**src/rtl/fifo_wr_packer_if.sv**
```systemverilog
// Write-side packer bus: narrow beat stream in, FIFO write port and status out.
interface fifo_wr_packer_if #(
    parameter int unsigned IN_WIDTH        = 8,
    parameter int unsigned FIFO_DATA_WIDTH = 32
);
    logic                       in_valid;
    logic [IN_WIDTH-1:0]        in_data;
    logic                       in_last;
    logic                       in_ready;
    logic                       wrreq;
    logic [FIFO_DATA_WIDTH-1:0] data;
    logic                       wrfull;
    logic                       prog_full;
    logic [15:0]                word_cnt;
    logic [15:0]                frame_cnt;

    // Packer side: consumes the beat stream, drives the FIFO write port.
    modport master (
        input  in_valid, in_data, in_last, wrfull, prog_full,
        output in_ready, wrreq, data, word_cnt, frame_cnt
    );

    // Environment side: beat source plus FIFO flags.
    modport slave (
        output in_valid, in_data, in_last, wrfull, prog_full,
        input  in_ready, wrreq, data, word_cnt, frame_cnt
    );
endinterface

```
**src/rtl/fifo_wr_packer.sv**
```systemverilog
// Packs a narrow beat stream into big-endian FIFO words, padding short final
// words and holding a completed word while the FIFO reports full.
module fifo_wr_packer #(
    parameter int unsigned          IN_WIDTH        = 8,
    parameter int unsigned          FIFO_DATA_WIDTH = 32,
    parameter logic [IN_WIDTH-1:0]  PAD_VALUE       = '0
) (
    input  logic              sys_clk,
    input  logic              sys_rst_n,
    fifo_wr_packer_if.master  bus
);
    localparam int unsigned LANES = FIFO_DATA_WIDTH / IN_WIDTH;
    localparam int unsigned LW    = (LANES > 1) ? $clog2(LANES) : 1;
    localparam int unsigned CW    = 16;

    typedef enum logic {
        FILL = 1'b0,
        PEND = 1'b1
    } state_t;

    state_t                     state;
    logic [LW-1:0]              lane_cnt;
    logic [FIFO_DATA_WIDTH-1:0] acc;
    logic [FIFO_DATA_WIDTH-1:0] data_q;
    logic                       wrreq_q;
    logic                       pend_last;
    logic [CW-1:0]              word_cnt_q;
    logic [CW-1:0]              frame_cnt_q;

    logic                       in_ready_c;
    logic                       accept_c;
    logic                       complete_c;
    logic [FIFO_DATA_WIDTH-1:0] word_c;

    // Ready is forced low while reset is held so nothing is accepted in reset.
    always_comb begin
        in_ready_c = sys_rst_n && (state == FILL) && !bus.prog_full;
        accept_c   = bus.in_valid && in_ready_c;
        complete_c = accept_c && (bus.in_last || (lane_cnt == LW'(LANES - 1)));
    end

    // Current word with the incoming beat merged in; lanes past it get PAD.
    always_comb begin
        word_c = acc;
        for (int i = 0; i < int'(LANES); i++) begin
            if (i == int'(lane_cnt)) begin
                word_c[FIFO_DATA_WIDTH-1-i*IN_WIDTH -: IN_WIDTH] = bus.in_data;
            end else if (i > int'(lane_cnt)) begin
                word_c[FIFO_DATA_WIDTH-1-i*IN_WIDTH -: IN_WIDTH] = PAD_VALUE;
            end
        end
    end

    always_ff @(posedge sys_clk or negedge sys_rst_n) begin
        if (!sys_rst_n) begin
            state       <= FILL;
            lane_cnt    <= '0;
            acc         <= '0;
            data_q      <= '0;
            wrreq_q     <= 1'b0;
            pend_last   <= 1'b0;
            word_cnt_q  <= '0;
            frame_cnt_q <= '0;
        end else begin
            wrreq_q <= 1'b0;
            case (state)
                FILL: begin
                    if (accept_c) begin
                        if (complete_c) begin
                            data_q   <= word_c;
                            lane_cnt <= '0;
                            if (!bus.wrfull) begin
                                wrreq_q    <= 1'b1;
                                word_cnt_q <= word_cnt_q + CW'(1);
                                if (bus.in_last) begin
                                    frame_cnt_q <= frame_cnt_q + CW'(1);
                                end
                            end else begin
                                state     <= PEND;
                                pend_last <= bus.in_last;
                            end
                        end else begin
                            acc      <= word_c;
                            lane_cnt <= lane_cnt + LW'(1);
                        end
                    end
                end
                PEND: begin
                    // A finished word drains on wrfull alone; prog_full only gates input.
                    if (!bus.wrfull) begin
                        wrreq_q    <= 1'b1;
                        state      <= FILL;
                        word_cnt_q <= word_cnt_q + CW'(1);
                        if (pend_last) begin
                            frame_cnt_q <= frame_cnt_q + CW'(1);
                        end
                    end
                end
                default: state <= FILL;
            endcase
        end
    end

    assign bus.in_ready  = in_ready_c;
    assign bus.wrreq     = wrreq_q;
    assign bus.data      = data_q;
    assign bus.word_cnt  = word_cnt_q;
    assign bus.frame_cnt = frame_cnt_q;

endmodule

```
**src/flat_wrapper.sv**
```systemverilog
// flat-port wrapper written by rule: the top's interface ports become plain ports
module fifo_wr_packer_flat 
#(
    parameter int unsigned          IN_WIDTH        = 8,
    parameter int unsigned          FIFO_DATA_WIDTH = 32,
    parameter logic [IN_WIDTH-1:0]  PAD_VALUE       = '0
)
  (sys_clk, sys_rst_n, bus_in_valid, bus_in_data, bus_in_last, bus_wrfull, bus_prog_full, bus_in_ready, bus_wrreq, bus_data, bus_word_cnt, bus_frame_cnt);
  fifo_wr_packer_if #(.IN_WIDTH(IN_WIDTH), .FIFO_DATA_WIDTH(FIFO_DATA_WIDTH)) bus_i ();
  input  logic sys_clk;
  input  logic sys_rst_n;
  input wire logic [$bits(bus_i.in_valid)-1:0] bus_in_valid;
  input wire logic [$bits(bus_i.in_data)-1:0] bus_in_data;
  input wire logic [$bits(bus_i.in_last)-1:0] bus_in_last;
  input wire logic [$bits(bus_i.wrfull)-1:0] bus_wrfull;
  input wire logic [$bits(bus_i.prog_full)-1:0] bus_prog_full;
  output wire logic [$bits(bus_i.in_ready)-1:0] bus_in_ready;
  output wire logic [$bits(bus_i.wrreq)-1:0] bus_wrreq;
  output wire logic [$bits(bus_i.data)-1:0] bus_data;
  output wire logic [$bits(bus_i.word_cnt)-1:0] bus_word_cnt;
  output wire logic [$bits(bus_i.frame_cnt)-1:0] bus_frame_cnt;
  assign bus_i.in_valid = bus_in_valid;
  assign bus_i.in_data = bus_in_data;
  assign bus_i.in_last = bus_in_last;
  assign bus_i.wrfull = bus_wrfull;
  assign bus_i.prog_full = bus_prog_full;
  assign bus_in_ready = bus_i.in_ready;
  assign bus_wrreq = bus_i.wrreq;
  assign bus_data = bus_i.data;
  assign bus_word_cnt = bus_i.word_cnt;
  assign bus_frame_cnt = bus_i.frame_cnt;
  fifo_wr_packer #(.IN_WIDTH(IN_WIDTH), .FIFO_DATA_WIDTH(FIFO_DATA_WIDTH), .PAD_VALUE(PAD_VALUE)) u_core (.sys_clk(sys_clk), .sys_rst_n(sys_rst_n), .bus(bus_i));
endmodule
```
**config.mk**
```make
export PLATFORM = sky130hd
export DESIGN_NAME = fifo_wr_packer_flat
export DESIGN_NICKNAME = d
export VERILOG_FILES = /design/src/rtl/fifo_wr_packer_if.sv /design/src/rtl/fifo_wr_packer.sv /design/src/flat_wrapper.sv
export SDC_FILE = /design/constraint.sdc
export NUM_CORES = 1
export LEC_CHECK = 0
export BUFFER_PORTS_ARGS = -buffer_cell sky130_fd_sc_hd__clkbuf_2
export CORE_MARGIN = 4
export CORE_UTILIZATION = 34
export DETAILED_ROUTE_END_ITERATION = 10
export PLACE_DENSITY = 0.52
export SYNTH_ARGS = -nofsm -noshare
export SYNTH_HDL_FRONTEND = slang
export SYNTH_SLANG_ARGS = --single-unit
```
**constraint.sdc**
```tcl
create_clock -name sys_clk -period 1.6 [get_ports sys_clk]
set_input_delay 0.16 -clock sys_clk [delete_from_list [all_inputs] [get_ports sys_clk]]
set_output_delay 0.16 -clock sys_clk [all_outputs]
set_load 0.02 [all_outputs]
```
### After elaboration in Yosys (flattened, before gate mapping)

Cells that the tools add are included.

| storage, ports and cells | value |
|---|---|
| output and inout port bits | 66 |
| input bits | 14 |
| word-level logic and storage cells | 66 |
| register bits | 101 |

| cells by class | value |
|---|---|
| mux-type cells | 27 |
| bitwise operators | 2 |
| equality and inequality tests | 10 |
| reduce and logical (&&, ||, !) cells | 13 |
| order comparisons | 3 |
| add/subtract/negate cells | 3 |

Operators by type and width:

| kind | number |
|---|---|
| $mux W16 | 9 |
| $pmux W16 S2 | 2 |
| $mux W8 | 7 |
| $add A16 B1 Y16 const B | 2 |
| $ne A2 B2 Y1 const B | 4 |
| $mux W1 | 6 |
| $reduce_and A3 Y1 | 2 |
| $reduce_and A6 Y1 | 1 |
| $eq A2 B2 Y1 const A | 2 |
| $gt A2 B2 Y1 const A | 2 |
| $logic_and A1 B1 Y1 | 4 |
| $ne A2 B1 Y1 const B | 2 |
| $pmux W1 S2 | 2 |
| $reduce_and A2 Y1 | 2 |
| $reduce_and A4 Y1 | 1 |
| $add A2 B1 Y2 const B | 1 |
| $eq A1 B2 Y1 const A | 1 |
| $eq A2 B2 Y1 const B | 1 |
| $gt A1 B2 Y1 const A | 1 |
| $logic_not A2 Y1 | 1 |
| $mux W2 | 1 |
| $not A1 Y1 | 2 |
| $logic_not A1 Y1 | 1 |
| $logic_or A1 B1 Y1 | 1 |

### Logic depth before layout (Yosys ltp)

| logic depth | value |
|---|---|
| depth in word-level cells | 8 |
| gate-level depth with buffers | 7 |
| depth with buffers taken out | 5 |

### Worst setup path before layout

Ideal clock, no wire load.

| timing | value |
|---|---|
| path kind | reg-to-reg |
| start | reg u_core.lane_cnt[1] |
| end | reg u_core.acc[16] |
| period minus slack after synthesis | 1.660 ns |
| arrival time | 1.539 ns |
| setup time | 0.122 ns |
| cell stages (with the launch flop) | 6 |
| required time | 1.478 ns |
| setup slack | -0.060 ns |
| buffers on the path | 1 |
| path through | dfrtp_1 > inv_1 > ha_1 > buf_1 > o21ai_2 > a32o_1 |

| between the ends | value |
|---|---|
| longest elaborated chain between the ends | 5 |
| elaborated cells on any way between the ends | 9 |
| those cells by class | 1 x order compare; 2 x eq/ne; 2 x mux; 1 x bitwise; 3 x reduce/logical |

RTL lines:

| item | line | RTL |
|---|---|---|
| start, declared | fifo_wr_packer.sv:22 | `logic [LW-1:0] lane_cnt;` |
| start signal, assigned | fifo_wr_packer.sv:84 | `lane_cnt <= lane_cnt + LW'(1);` |
| $eq A2 B2 Y1 | fifo_wr_packer.sv:39 | `complete_c = accept_c && (bus.in_last \|\| (lane_cnt == LW'(LANES - 1)));` |
| $logic_or A1 B1 Y1 | fifo_wr_packer.sv:39 |  |
| $logic_and A1 B1 Y1 | fifo_wr_packer.sv:39 |  |
| $not A1 Y1 (no source line) | - |  |
| $reduce_and A3 Y1 (no source line) | - |  |
| end signal, assigned | fifo_wr_packer.sv:83 | `acc <= word_c;` |
| end, declared | fifo_wr_packer.sv:23 | `logic [FIFO_DATA_WIDTH-1:0] acc;` |

Parallel ways exist; a longest one is shown, timed or not.
A chain may end at the register's enable or synchronous reset.

### Final worst setup path

| timing | value |
|---|---|
| start | reg u_core.lane_cnt[1] |
| end | reg u_core.word_cnt_q[1], in the netlist u_core.bus.word_cnt[1] |

| between the ends | value |
|---|---|
| longest elaborated chain between the ends | 5 |

RTL lines:

| item | line | RTL |
|---|---|---|
| $eq A2 B2 Y1 | fifo_wr_packer.sv:39 |  |
| $logic_or A1 B1 Y1 | fifo_wr_packer.sv:39 |  |
| $logic_and A1 B1 Y1 | fifo_wr_packer.sv:39 |  |
| $ne A2 B1 Y1 (no source line) | - |  |
| $reduce_and A2 Y1 (no source line) | - |  |
| end signal, assigned | fifo_wr_packer.sv:74 | `word_cnt_q <= word_cnt_q + CW'(1);` |
| end signal, assigned | fifo_wr_packer.sv:93 | `word_cnt_q <= word_cnt_q + CW'(1);` |
| end, declared | fifo_wr_packer.sv:27 | `logic [CW-1:0] word_cnt_q;` |

Every way passes these cells.

==> flow_summary.ini <==
[run_status]
outcome = finished, final reports clean

[cells_and_area]
syn_to_final_growth_pct = 29.8
antenna_cells = 0
final_common_cell = dfrtp_1
utilization_pct = 45.7
layout_common_cells = dfrtp_1 (93), clkbuf_2 (78), nand2_1 (34), xnor2_1 (28), o21ai_0 (25)
drive_above_1_share_pct = 35.0
layout.nets = 461

[floorplan]
die_h_um = 117
ios = 80
rows = 39
initial_core_util_pct = 35.2
fp.dieW_um = 117
core_mm2 = 0.0116
dieArea_mm2 = 0.0138

[setup_path]
cp.arrival_ns = 1.81
crit_type = reg2reg
startpoint = u_core.lane_cnt[1]$_DFFE_PN0P_
worstPathRequired_ns = 1.84
crit_fanout = 8
critPathLaunchType = flip-flop
worstReg2RegStart = u_core.lane_cnt[1]$_DFFE_PN0P_
end_kind = flip-flop

[global_route]
grt.total_usage_pct = 15.4
grt.overflow.total = 0
grt_max_degree = 74
grt_pass1_vias = 3142
antenna_found_initial = 0
grt_pass1_wl_um = 17000

[sta]
slew_headroom_pct = 37.2
maxSlewViolCount = 0
worstMarginPinSlew_ns = 0.942
fin_crit_sh_pct = 98.4
rsz0062_at_grt = true
period_needed_ns = 1.57
hold_viol = 0
finalClockSkew_ns = 0.00988
fmax_ghz = 0.635
fin_ws_ns = 0.0253
finalSetupViolations = 0

[drt]
drt-total-wl_um = 10100
drt_iter0_markers = 104
drc_errors = 0
via_per_inst = 5.21
drt_pass1_iterations = 4
postRouteAntennaNets = 0
wl_per_cell_um = 17.1
num_vias = 3067

[clock_tree]
cts_tree = yes
cts-root-buf = clkbuf_16
numCtsBuffers = 9
h-tree-depth = 3
clk_latency_ns = 0.35
cts.sinks = 93
clk_pin_slew_worst_paths_ns = 0.07
clockBufferDepth = 2

[placed_design]
place_congestion = 0.779
io_buffers = 79
dpl_worst_slack_ns = -0.153
post-dp-hpwl_um = 6390

[power_and_ir_drop]
clkPwrFrac_pct = 30.2
powerDensity_mw_per_mm2 = 1410
switching_share_pct = 32.8
ir_drop_mv = 0.684
p_int_w = 0.00502
power.net_switching_w = 0.00245
power_frac_seq_pct = 42.4
power_w = 0.00747
power.leakage_nw = 2.46
combPwrFrac_pct = 27.4

[synth]
synth_area_mm2 = 0.00407
syn_inst = 342
synth-warning-count = 0
yosysSeqAreaShare_pct = 57.1
syn_avg_cell_area_um2 = 11.9
ys_types = 36
yosys_register_bits = 93
syn_nets = 362

[hold_path]
min_path_type = in2reg
min_from = bus_wrfull

[flow_run]
max-cap-violations = 0
state kept, by name, indices dropped and copies added, names as in the netlist:
name	count
u_core.pend_last	1
u_core.lane_cnt	2
u_core.acc	24
u_core.bus.data	32
u_core.bus.word_cnt	16
u_core.bus.wrreq	1
u_core.bus.frame_cnt	16
u_core.state	1
logic make-up (layout without fill, tap and decap cells):
logic type | Yosys count | count (layout) | share of synthesized area (%)
xor+xnor | 30 | 30 | 6.45
fa+ha+maj | 6 | 6 | 1.84
flops | 93 | 93 | 57.1
compound gates | 71 | 71 | 13.3
buf+inv | 23 | 127 | 2.86
mux | 19 | 19 | 5.01
simple gates | 100 | 100 | 13.4
layer usage:
layer	up-vias	part of all wire, %	global-route usage (%)
met3	11	5.0	3.51
met4	0	1.9	7.33
met1	1526	44	19.8
li1	1444	-	-
met5	-	0	0
met2	86	49	24.5
area by class of cell:
cell class                 instances  area, um^2
multi-input combinational        226        1700
fill                            1097        6280
clock inverter                     5        63.8
inverter                           3        15.0
sequential                        93        2330
tap                              143         179
clock buffer                      11         253
timing repair buffer             108         744
final timing paths:
check                                                        to  slack, ns  depth (start not counted)
min reg2reg                u_core.bus.frame_cnt[15]$_DFFE_PN0P_       0.48                          1
max reg2reg                  u_core.bus.word_cnt[1]$_DFFE_PN0P_       0.03                          6
max                          u_core.bus.word_cnt[1]$_DFFE_PN0P_       0.03                          6
max in group asynchronous   u_core.bus.frame_cnt[7]$_DFFE_PN0P_       0.83                          3
min in group asynchronous        u_core.bus.data[9]$_DFFE_PN0P_       0.14                          2
min                                      u_core.state$_DFF_PN0_       0.13                          2
worst max-delay path: stages, from the launching register on:
cell,delay (ns)
dfrtp_1,0.35
ha_2,0.19
buf_6,0.11
nor2_4,0.04
o32ai_4,0.30
buf_12,0.17
mux2_2,0.32
synthesized netlist by cell type:
cell type  number  area share, %
dfrtp_1        93             57
nand2_1        36            3.3
xnor2_1        28            6.0
o21ai_0        26            3.2
nand4_1        17            2.6
a32o_1         16            3.9
a22oi_1        15            2.8
mux2_2         11            3.0
nand3_1        11            1.4
buf_2           9            1.1
a22o_1          8            1.7
mux2i_1         8            2.0
nor2_1          8           0.74
clkbuf_1        7           0.65
and2_1          6           0.92
and3_1          6           0.92
ha_1            6            1.8
inv_1           3           0.28
nand3_2         3           0.74
nor3_1          3           0.37
nor3b_1         3           0.55
buf_6           2           0.55
nand2b_4        2           0.68
o21ai_2         2           0.43
xor2_1          2           0.43
a21oi_1         1           0.12
and4bb_2        1           0.31
buf_1           1          0.092
buf_4           1           0.18
nand2b_1        1           0.15
nand4_2         1           0.31
nand4bb_1       1           0.28
o21a_1          1           0.18
o22ai_2         1           0.31
o32ai_4         1           0.68
or2_2           1           0.15
per-stage QoR:
| step | instances | setup TNS, ns | cell area, um^2 | hold slack (ns) |
|---|---|---|---|---|
| 6_report | 589 | 0 | 5290 | 0.134 |
| 5_1_grt | 589 | -0.265 | 5290 | 0.148 |
| 4_1_cts | 586 | -0.0533 | 5210 | 0.111 |
| 3_5_place_dp | 566 | -2.45 | 4750 | -0.00701 |
| 3_3_place_gp | 566 | -0.895 | 4750 | -0.00973 |
| 2_1_floorplan | 342 | -0.310 | 4080 | -0.136 |
power groups by stage:
stage	clock network [W]	logic, W	registers, W
global placement	0	0.00191	0.00319
finish	0.00226	0.00204	0.00317
floorplan	0	0.000871	0.00352
CTS	0.00234	0.00200	0.00317
global route	0.00244	0.00224	0.00324
detailed placement	0	0.00194	0.00322
timing repair:
item	4_1_cts	5_1_grt
setup endpoints to repair	58	46
endpoints found under the hold margin	20	0
gates resized for setup	14	10
hold buffers	1	0
pin swaps	1	5
setup buffers	0	2
cloned	3	1
Power figures use the tool's default switching activity.
